==> src/rtl/uart_tx_arbiter_pkg.sv <==
`default_nettype none
// ============================================================================
// Module      : uart_tx_arbiter_pkg
// Description : Shared state encoding and constants for the UART TX arbiter.
// Revision    : 1.0 - initial release
// ============================================================================
package uart_tx_arbiter_pkg;

    typedef enum logic [1:0] {
        IDLE      = 2'd0,
        SEND_TAG  = 2'd1,
        SEND_DATA = 2'd2
    } arb_state_t;

    localparam logic [7:0] c_TAG_BASE_DEFAULT = 8'hF0;

endpackage : uart_tx_arbiter_pkg
`default_nettype wire

==> src/rtl/uart_tx_arbiter_if.sv <==
`default_nettype none
// ============================================================================
// Module      : uart_tx_arbiter_if
// Description : Requester-side and transmitter-side handshake bundle.
// Revision    : 1.0 - initial release
// ============================================================================
interface uart_tx_arbiter_if #(
    parameter int NUM_REQ    = 4,
    parameter int DATA_WIDTH = 8,
    parameter int IDX_W      = $clog2(NUM_REQ)
);
    logic [NUM_REQ-1:0]            req_valid;
    logic [NUM_REQ*DATA_WIDTH-1:0] req_data;
    logic [NUM_REQ-1:0]            req_ready;
    logic [DATA_WIDTH-1:0]         tx_data;
    logic                          tx_valid;
    logic                          tx_ready;
    logic [IDX_W-1:0]              grant_id;
    logic                          busy;

    // slave: the arbiter itself; master: requesters plus transmitter
    modport slave (
        input  req_valid, req_data, tx_ready,
        output req_ready, tx_data, tx_valid, grant_id, busy
    );

    modport master (
        output req_valid, req_data, tx_ready,
        input  req_ready, tx_data, tx_valid, grant_id, busy
    );

endinterface : uart_tx_arbiter_if
`default_nettype wire

==> src/rtl/uart_tx_arbiter_rr_select.sv <==
`default_nettype none
// ============================================================================
// Module      : rr_select
// Description : Combinational round-robin picker, search starts at ptr+1.
// Revision    : 1.0 - initial release
// ============================================================================
module rr_select #(
    parameter int NUM_REQ = 4,
    parameter int IDX_W   = $clog2(NUM_REQ)
) (
    input  wire logic [NUM_REQ-1:0] i_req,
    input  wire logic [IDX_W-1:0]   i_ptr,
    output logic      [IDX_W-1:0]   o_winner,
    output logic                    o_any_valid
);

    // Explicit wrap so non-power-of-two NUM_REQ never indexes past the end
    always_comb begin
        int v_idx;
        o_winner    = '0;
        o_any_valid = 1'b0;
        v_idx       = 0;
        for (int k = 1; k <= NUM_REQ; k++) begin
            v_idx = int'(i_ptr) + k;
            if (v_idx >= NUM_REQ) begin
                v_idx = v_idx - NUM_REQ;
            end
            if (!o_any_valid && i_req[v_idx[IDX_W-1:0]]) begin
                o_winner    = IDX_W'(v_idx);
                o_any_valid = 1'b1;
            end
        end
    end

endmodule : rr_select
`default_nettype wire

==> src/rtl/uart_tx_arbiter.sv <==
`default_nettype none
// ============================================================================
// Module      : uart_tx_arbiter
// Description : Round-robin share of one UART transmitter, optional tag byte.
// Revision    : 1.0 - initial release
// ============================================================================
module uart_tx_arbiter
    import uart_tx_arbiter_pkg::*;
#(
    parameter int                    NUM_REQ    = 4,
    parameter int                    DATA_WIDTH = 8,
    parameter bit                    TAG_ENABLE = 1'b1,
    parameter logic [DATA_WIDTH-1:0] TAG_BASE   = DATA_WIDTH'(c_TAG_BASE_DEFAULT)
) (
    input  wire logic        clk,
    input  wire logic        reset,
    input  wire logic        ena,
    uart_tx_arbiter_if.slave bus
);

    localparam int c_IDX_W = $clog2(NUM_REQ);

    arb_state_t              r_state;
    logic [DATA_WIDTH-1:0]   r_hold;
    logic [DATA_WIDTH-1:0]   r_tx_data;
    logic [c_IDX_W-1:0]      r_grant;
    logic [c_IDX_W-1:0]      r_rr_ptr;

    logic [c_IDX_W-1:0]      w_winner;
    logic                    w_any_valid;
    logic [DATA_WIDTH-1:0]   w_sel_data;
    logic [DATA_WIDTH-1:0]   w_tag;
    logic                    w_req_accept;
    logic                    w_tx_active;
    logic                    w_tx_fire;

    rr_select #(
        .NUM_REQ (NUM_REQ),
        .IDX_W   (c_IDX_W)
    ) u_rr_select (
        .i_req       (bus.req_valid),
        .i_ptr       (r_rr_ptr),
        .o_winner    (w_winner),
        .o_any_valid (w_any_valid)
    );

    always_comb begin
        w_sel_data = '0;
        for (int i = 0; i < NUM_REQ; i++) begin
            if (w_winner == c_IDX_W'(i)) begin
                w_sel_data = bus.req_data[i*DATA_WIDTH +: DATA_WIDTH];
            end
        end
    end

    assign w_tag        = TAG_BASE | DATA_WIDTH'(w_winner);
    assign w_req_accept = (r_state == IDLE) && ena && !reset && w_any_valid;
    assign w_tx_active  = (r_state != IDLE) && ena && !reset;
    assign w_tx_fire    = w_tx_active && bus.tx_ready;

    always_comb begin
        bus.req_ready = '0;
        if (w_req_accept) begin
            bus.req_ready[w_winner] = 1'b1;
        end
    end

    assign bus.tx_valid = w_tx_active;
    assign bus.tx_data  = r_tx_data;
    assign bus.grant_id = r_grant;
    assign bus.busy     = (r_state != IDLE);

    // r_tx_data is loaded one state ahead so tx_data never depends on tx_ready
    always_ff @(posedge clk) begin
        if (reset) begin
            r_state   <= IDLE;
            r_rr_ptr  <= c_IDX_W'(NUM_REQ - 1);
            r_hold    <= '0;
            r_grant   <= '0;
            r_tx_data <= '0;
        end else if (ena) begin
            case (r_state)
                IDLE: begin
                    if (w_req_accept) begin
                        r_hold   <= w_sel_data;
                        r_grant  <= w_winner;
                        r_rr_ptr <= w_winner;
                        if (TAG_ENABLE) begin
                            r_state   <= SEND_TAG;
                            r_tx_data <= w_tag;
                        end else begin
                            r_state   <= SEND_DATA;
                            r_tx_data <= w_sel_data;
                        end
                    end
                end
                SEND_TAG: begin
                    if (w_tx_fire) begin
                        r_state   <= SEND_DATA;
                        r_tx_data <= r_hold;
                    end
                end
                SEND_DATA: begin
                    if (w_tx_fire) begin
                        r_state <= IDLE;
                    end
                end
                default: begin
                    r_state <= IDLE;
                end
            endcase
        end
    end

endmodule : uart_tx_arbiter
`default_nettype wire

==> src/flat_wrapper.sv <==
// flat-port wrapper written by rule: the top's interface ports become plain ports
module uart_tx_arbiter_flat import uart_tx_arbiter_pkg::*;
#(
    parameter int                    NUM_REQ    = 4,
    parameter int                    DATA_WIDTH = 8,
    parameter bit                    TAG_ENABLE = 1'b1,
    parameter logic [DATA_WIDTH-1:0] TAG_BASE   = DATA_WIDTH'(c_TAG_BASE_DEFAULT)
)
  (clk, reset, ena, bus_req_valid, bus_req_data, bus_tx_ready, bus_req_ready, bus_tx_data, bus_tx_valid, bus_grant_id, bus_busy);
  uart_tx_arbiter_if #(.NUM_REQ(NUM_REQ), .DATA_WIDTH(DATA_WIDTH)) bus_i ();
  input  wire logic clk;
  input  wire logic reset;
  input  wire logic ena;
  input wire logic [$bits(bus_i.req_valid)-1:0] bus_req_valid;
  input wire logic [$bits(bus_i.req_data)-1:0] bus_req_data;
  input wire logic [$bits(bus_i.tx_ready)-1:0] bus_tx_ready;
  output wire logic [$bits(bus_i.req_ready)-1:0] bus_req_ready;
  output wire logic [$bits(bus_i.tx_data)-1:0] bus_tx_data;
  output wire logic [$bits(bus_i.tx_valid)-1:0] bus_tx_valid;
  output wire logic [$bits(bus_i.grant_id)-1:0] bus_grant_id;
  output wire logic [$bits(bus_i.busy)-1:0] bus_busy;
  assign bus_i.req_valid = bus_req_valid;
  assign bus_i.req_data = bus_req_data;
  assign bus_i.tx_ready = bus_tx_ready;
  assign bus_req_ready = bus_i.req_ready;
  assign bus_tx_data = bus_i.tx_data;
  assign bus_tx_valid = bus_i.tx_valid;
  assign bus_grant_id = bus_i.grant_id;
  assign bus_busy = bus_i.busy;
  uart_tx_arbiter #(.NUM_REQ(NUM_REQ), .DATA_WIDTH(DATA_WIDTH), .TAG_ENABLE(TAG_ENABLE), .TAG_BASE(TAG_BASE)) u_core (.clk(clk), .reset(reset), .ena(ena), .bus(bus_i));
endmodule
==> config.mk <==
export PLATFORM = sky130hd
export DESIGN_NAME = uart_tx_arbiter_flat
export DESIGN_NICKNAME = d
export VERILOG_FILES = /design/src/rtl/uart_tx_arbiter_pkg.sv /design/src/rtl/uart_tx_arbiter_if.sv /design/src/rtl/uart_tx_arbiter_rr_select.sv /design/src/rtl/uart_tx_arbiter.sv /design/src/flat_wrapper.sv
export SDC_FILE = /design/constraint.sdc
export NUM_CORES = 1
export LEC_CHECK = 0
export BUFFER_PORTS_ARGS = -buffer_cell sky130_fd_sc_hd__buf_2
export CORE_ASPECT_RATIO = 0.5
export CORE_MARGIN = 5
export CORE_UTILIZATION = 47
export DETAILED_ROUTE_END_ITERATION = 8
export PLACE_DENSITY = 0.82
export REMOVE_ABC_BUFFERS = 1
export SLEW_MARGIN = 30
export SYNTH_ARGS = -nofsm -noshare
export SYNTH_HDL_FRONTEND = slang
export SYNTH_HIERARCHICAL = 1
export SYNTH_SLANG_ARGS = --single-unit
==> constraint.sdc <==
create_clock -name clk -period 2.2 [get_ports clk]
set_input_delay 0.44 -clock clk [delete_from_list [all_inputs] [get_ports clk]]
set_output_delay 0.44 -clock clk [all_outputs]
set_load 0.02 [all_outputs]
# Word level (Yosys, flattened, before mapping)
# Index checks and enable logic that the tools add are counted.
# op_classes
eq_ne	8
n_mux	34
order_cmp	10
reduce_logical	21
n_addsub	8
# ops
operator	n
8-bit two-way mux	6
2-bit two-way mux	11
8-bit case mux with 2 select lines	1
2-bit by 3-bit less-than comparator with 1-bit output (second input constant)	5
1-bit logical AND	10
3-bit greater-or-equal comparator (second input constant)	3
1-bit two-way mux	9
1-bit binary-select mux with 2-bit select	4
4-bit AND reduction	2
2-bit by 1-bit subtractor with 2-bit output (second input constant)	4
2-bit by 2-bit adder with 3-bit output (second input constant)	2
2-bit equality test (second input constant)	3
2-bit by 1-bit inequality test with 1-bit output (second input constant)	3
2-bit case mux with 3 select lines	1
2-bit by 3-bit adder with 4-bit output (second input constant)	1
2-bit by 1-bit equality test with 1-bit output (second input constant)	2
4-bit by 3-bit greater-or-equal comparator with 1-bit output (second input constant)	1
1-bit zero test	4
2-bit zero test	2
4-bit two-way mux	1
2-bit nonzero test	2
2-bit by 1-bit adder with 3-bit output (second input constant)	1
3-bit AND reduction	1
1-bit demux with 2-bit select	1
2-bit by 1-bit greater-or-equal comparator with 1-bit output (second input constant)	1
# totals
output_inout_bits	16
register_bits	22
in_bits	40
elab_cells	86

# Longest topological paths before layout
# depth
depth_word	20
mapped_depth	8
ltp_nobuf	6

# Modules after synthesis
# Netlist, hierarchy kept.
# modules_own_cells
mod	cells_per_inst	n_inst	area_each_um2
uart_tx_arbiter	129	1	1198.6
rr_select	14	1	91.3

# Worst setup path before layout
# OpenSTA, ideal clock, no wires.
# synth_path
kind	input to output
start	in bus_req_valid[2]
end	out bus_req_ready[1]
cell_stages	6
required_time_ns	1.760
slack_ns	0.009
arrival_time_ns	1.751
path_cell_list	and2b_1 > a21oi_2 > o221ai_2 > buf_2 > buf_4 > nor3b_1
# synth_between
elab_chain_cells	17
elab_cells_between_ends	29
classes_between	order compare: 2; mux: 19; reduce/logical: 8
# synth_rtl
element	line	text
from (decl)	flat_wrapper.sv:14	input wire logic [$bits(bus_i.req_valid)-1:0] bus_req_valid;
1-bit binary-select mux with 2-bit select	uart_tx_arbiter_rr_select.sv:28	if (!o_any_valid && i_req[v_idx[IDX_W-1:0]]) begin
1-bit two-way mux (not written as such)	uart_tx_arbiter_rr_select.sv:28	
1-bit two-way mux	uart_tx_arbiter_rr_select.sv:28	
1-bit zero test	uart_tx_arbiter_rr_select.sv:28	
1-bit logical AND	uart_tx_arbiter_rr_select.sv:28	
1-bit two-way mux	uart_tx_arbiter_rr_select.sv:28	
1-bit zero test	uart_tx_arbiter_rr_select.sv:28	
1-bit logical AND	uart_tx_arbiter_rr_select.sv:28	
[2 not listed]	--	
1-bit logical AND	uart_tx_arbiter_rr_select.sv:28	
2-bit two-way mux *	uart_tx_arbiter_rr_select.sv:28	
via u_core.w_winner[0]	uart_tx_arbiter.sv:29	logic [c_IDX_W-1:0] w_winner;
2-bit by 3-bit less-than comparator with 1-bit output (not written as such) or 2-bit by 1-bit greater-or-equal comparator with 1-bit output (tied branches)	uart_tx_arbiter.sv:64	bus.req_ready[w_winner] = 1'b1;
1-bit logical AND (not written as such)	uart_tx_arbiter.sv:64	
1-bit two-way mux (not written as such)	uart_tx_arbiter.sv:64	
1-bit demux with 2-bit select *	--	
4-bit two-way mux *	uart_tx_arbiter.sv:63	if (w_req_accept) begin
to (decl)	flat_wrapper.sv:17	output wire logic [$bits(bus_i.req_ready)-1:0] bus_req_ready;
# Mark *: on every way through the listed nets, which the timed path passes. The rest lies on a longest branch. The select of a mux whose other input is x is not followed.

# Worst setup path in the final report
# layout_path
start	reg u_core.r_rr_ptr[1]
end	out bus_req_ready[2]
# layout_between
elab_chain_cells	20
elab_cells_between_ends	45
classes_between	add/sub: 8; order compare: 6; mux: 23; reduce/logical: 8
# layout_rtl
element	line	text
from (decl)	uart_tx_arbiter.sv:27	logic [c_IDX_W-1:0] r_rr_ptr;
from (signal assigned)	uart_tx_arbiter.sv:77	r_rr_ptr <= c_IDX_W'(NUM_REQ - 1);
from (signal assigned)	uart_tx_arbiter.sv:87	r_rr_ptr <= w_winner;
2-bit by 1-bit adder with 3-bit output	uart_tx_arbiter_rr_select.sv:24	v_idx = int'(i_ptr) + k;
3-bit greater-or-equal comparator or 2-bit by 1-bit subtractor with 2-bit output (tied branches)	uart_tx_arbiter_rr_select.sv:25, uart_tx_arbiter_rr_select.sv:26	
2-bit two-way mux	uart_tx_arbiter_rr_select.sv:25	if (v_idx >= NUM_REQ) begin
1-bit binary-select mux with 2-bit select	uart_tx_arbiter_rr_select.sv:28	
1-bit two-way mux (not written as such)	uart_tx_arbiter_rr_select.sv:28	
1-bit two-way mux	uart_tx_arbiter_rr_select.sv:28	
1-bit zero test	uart_tx_arbiter_rr_select.sv:28	
1-bit logical AND	uart_tx_arbiter_rr_select.sv:28	
[5 not listed]	--	
1-bit logical AND	uart_tx_arbiter_rr_select.sv:28	
2-bit two-way mux *	uart_tx_arbiter_rr_select.sv:28	
via u_core.w_winner[1]	uart_tx_arbiter.sv:29	
2-bit by 3-bit less-than comparator with 1-bit output (not written as such) or 2-bit by 1-bit greater-or-equal comparator with 1-bit output (tied branches)	uart_tx_arbiter.sv:64	
1-bit logical AND (not written as such)	uart_tx_arbiter.sv:64	
1-bit two-way mux (not written as such)	uart_tx_arbiter.sv:64	
1-bit demux with 2-bit select *	--	
4-bit two-way mux *	uart_tx_arbiter.sv:63	
# Marks and branches as above.

==> metrics.txt <==
Worst Hold Path EP=u_core/bus.grant_id[0]$_SDFFE_PP0P_; vias=about 1300; Pre-antenna DRT Iters=4; Finished Cell Area=1700 um^2; CTS tree=done; r2r endpoint=u_core/r_hold[6]$_SDFFE_PP0P_; Horiz. Die Dim=84.1 um; synth unique cells=38; Peak VDD IR=0.301 mV; FF-to-FF path depth=7; placed inst area=~1600 um^2; GR Util All Layers=17.4%; ys async rst share=0%; Core Area=between 2000 and 3000 um^2; WP data arrival=around 1.6 ns; Initial DRC Count=135; Final nets=241; WHS Path Cells=2; Layout Utilization=65.1%; hpwl dp=2.65 mm; worst-margin pin slew=0.538 ns; CTS Buf Count=3; CP Buf/Inv Count=1; # DRC=0; portion of netlist area occupied by mux cells=around 16%; clock root buffer master=clkbuf_8; sequential element share of the synthesized area=between 30% and 40%; period utilization=a little over nine tenths; Fill cells=between 200 and 250; Synth Area in Simple Gates=23.8%; setup violators final=0; Worst slew margin=63.1%; Hold Path Class=reg -> reg; Pleak=0.000740 uW; Worst path slowest cell=dfxtp_2; r2r startpoint=u_core/r_rr_ptr[1]$_SDFFE_PP1P_; final hold violation count=0; global-route wire length before repair=5.44 mm; Fmax=between 0.4 and 0.5 GHz; PD cells=656 nW/um^2; # clock sinks=22; Hold Crit Start=u_core/bus.grant_id[0]$_SDFFE_PP0P_; reg-to-reg slack, setup=0.39 ns; CP max stage delay=0.37 ns; Clock Latency Late Sink=0.26 ns; # IOs=between 50 and 60; endpoint class of the critical path=output pin; Hold WS=approximately 0.47 ns; combinational family with the most area after synthesis=simple AND/OR/NAND/NOR gates; Primary FF master, synth=dfxtp_1; initial antenna violation count=0; GP Congestion=about 0.79; antenna cells=0; area of the multi-input gates=769 um^2; Worst Path Class, Setup=reg -> out; P&R area growth vs syn=31.4%; share of layout cells above drive strength 1=44.5%; Post-synth EDFFs=0; Required @ worst endpoint=1.76 ns; Die ar.=approximately 4000 um^2; RSZ-0062 raised after global routing=no; port buffer count=55; H-Tree Depth=1; GR Overflow Total=0; Startpoint Class=flop; status=finished, final reports clean; Via density=roughly 5.6; CP max FO=7; adder-cell area share of the yosys netlist=0%; post-synth design cell area=1290 um^2; xor/xnor cell area share of the yosys netlist=0%; starting density of the core=between 40% and 50%; critical path cell sequence=a21oi_1, a31oi_1, a21oi_1, nand3_1, nor2_1, buf_2; largest net degree at the start of global routing=26; Sequential cell area=about 440 um^2; num rows=13; Synth Register Bits=22; Compound-Gate Fraction of Synth Area=19.5%; yosys warns=6; die height=47.0 um; register clock-pin slew on the reported worst setup and hold paths=approximately 0.08 ns; final slew viol count=0; clk_skew=around 0.0042 ns; Wirelength per Cell=14.2 um; delay-heaviest family, CP=compound AO/OA/AOI/OAI gates; Max Cap Viol=0; antenna viol nets, final=0; vias in the first global route=1268; synthesized instance count=143; fin crit period=2.08 ns; routed wire length=3.37 mm; CP most frequent cell=a21oi_1; Mean Syn Cell Area=9.02 um^2; clock buffer depth=2
registers in the layout (all words and copies together) (netlist names):
name                 flops
u_core/r_rr_ptr          2
u_core/r_state           2
u_core/bus.tx_data       8
u_core/r_hold            8
u_core/bus.grant_id      2
kinds of logic (layout without fill, tap and decap cells):
group | after synthesis | count (layout)
and+or+nand+nor | 52 | 52
AOI/OAI and AO/OA | 43 | 43
DFF | 22 | 22
buffers and inverters | 15 | 72
muxes | 11 | 11
worst max-delay path by stage:
stage                                               start                             to  slack (ns)  depth (start not counted)
after floorplan                          bus_req_valid[2]               bus_req_ready[1]       -0.11                          4
after global placement                   bus_req_valid[2]               bus_req_ready[1]        0.21                          7
after detailed placement                 bus_req_valid[2]  u_core/r_hold[4]$_SDFFE_PP0P_        0.17                          8
after CTS                 u_core/r_rr_ptr[1]$_SDFFE_PP1P_               bus_req_ready[1]        0.02                          6
after global routing      u_core/r_rr_ptr[1]$_SDFFE_PP1P_               bus_req_ready[1]        0.03                          6
final                     u_core/r_rr_ptr[1]$_SDFFE_PP1P_               bus_req_ready[2]        0.12                          6
cell usage after synthesis (all sizes together) (2+ instances only):
| cell | n | share of area, % |
|---|---|---|
| nor3b | 2 | 1.6 |
| nor2 | 7 | 2.0 |
| nand2 | 6 | 1.7 |
| o21ai | 15 | 6.4 |
| mux2i | 2 | 1.6 |
| nand3 | 10 | 3.9 |
| nand2b | 6 | 2.9 |
| inv | 2 | 0.58 |
| nor3 | 5 | 1.9 |
| nor4 | 4 | 1.9 |
| clkbuf | 4 | 1.2 |
| dfxtp | 22 | 34 |
| a311oi | 2 | 1.4 |
| mux4 | 8 | 14 |
| a21oi | 22 | 8.8 |
| buf | 9 | 4.5 |
| nand4 | 2 | 0.97 |
| nand3b | 2 | 1.2 |
final cells by class:
cell class	count	area share, %
Clock buffer	3	2.44
Clock inverter	1	1.77
Multi-Input combinational cell	106	45.4
Tap cell	37	2.73
Timing Repair Buffer	66	21.1
Inverter	2	0.443
Sequential cell	22	26.1
layout by cell type, fill, tap and decap left out:
cell type,Yosys,routed
nand2b_1,6,6
inv_1,2,2
o21ai_0,5,5
and3_1,1,1
nor3b_2,1,1
nand2_1,6,6
buf_2,4,55
mux2i_1,2,2
o21ai_2,2,2
clkbuf_8,0,3
nor4_1,4,4
or4b_4,1,1
a21o_1,1,1
or3b_1,1,1
dfxtp_2,0,2
bufinv_16,0,1
o221ai_2,1,1
dfxtp_1,22,20
mux2_2,1,1
a32oi_1,1,1
and3b_1,1,1
nor4b_2,1,1
nor2_1,7,7
a311oi_1,2,2
nor3_1,5,5
mux4_2,8,8
a21oi_1,21,21
and2b_1,1,1
a31oi_1,1,1
or2_2,1,1
nor2b_1,1,1
nand4_1,2,2
nand3b_1,2,2
nand3_1,10,10
nor3b_1,1,1
o21ai_1,8,8
a21oi_2,1,1
buf_4,1,11
through the flow:
step / setup slack, ns / total power [uW] / setup TNS, ns / std cells
finish: 0.117 / 1110 / 0 / 237
global route: 0.0277 / 1160 / 0 / 237
detailed placement: 0.171 / 750 / 0 / 232
CTS: 0.0242 / 1110 / 0 / 236
floorplan: -0.105 / 633 / -0.105 / 130
global placement: 0.210 / 741 / 0 / 232
tightest hold or removal path, cell delays in order (launching register included):
cell,delay [ns]
dfxtp_1,0.32
o21ai_2,0.05
a21oi_1,0.05
per-layer routing:
metal	track usage, %	wire, um	vias up
li1	-	-	650
met3	3.85	233	2
met1	21.7	1530	612
met2	32.3	1580	52
met5	0	0	-
met4	3.85	14	0
power breakdown:
part / internal, uW / total [uW] / switching (uW) / leakage, uW
clock network: 243 / 367 / 124 / 0.0000357
logic: 149 / 298 / 150 / 0.000524
registers: 426 / 446 / 20.1 / 0.000180
total: 817 / 1110 / 294 / 0.000740
timing repair:
item | in CTS | in global routing
gates resized for setup | 0 | 2
endpoints found under the hold margin | 0 | 0
setup buffers | 0 | 1
endpoints found under the setup margin | 0 | 3
hold buffers | 0 | 0
Note: power is estimated with default switching activity, not from simulation.
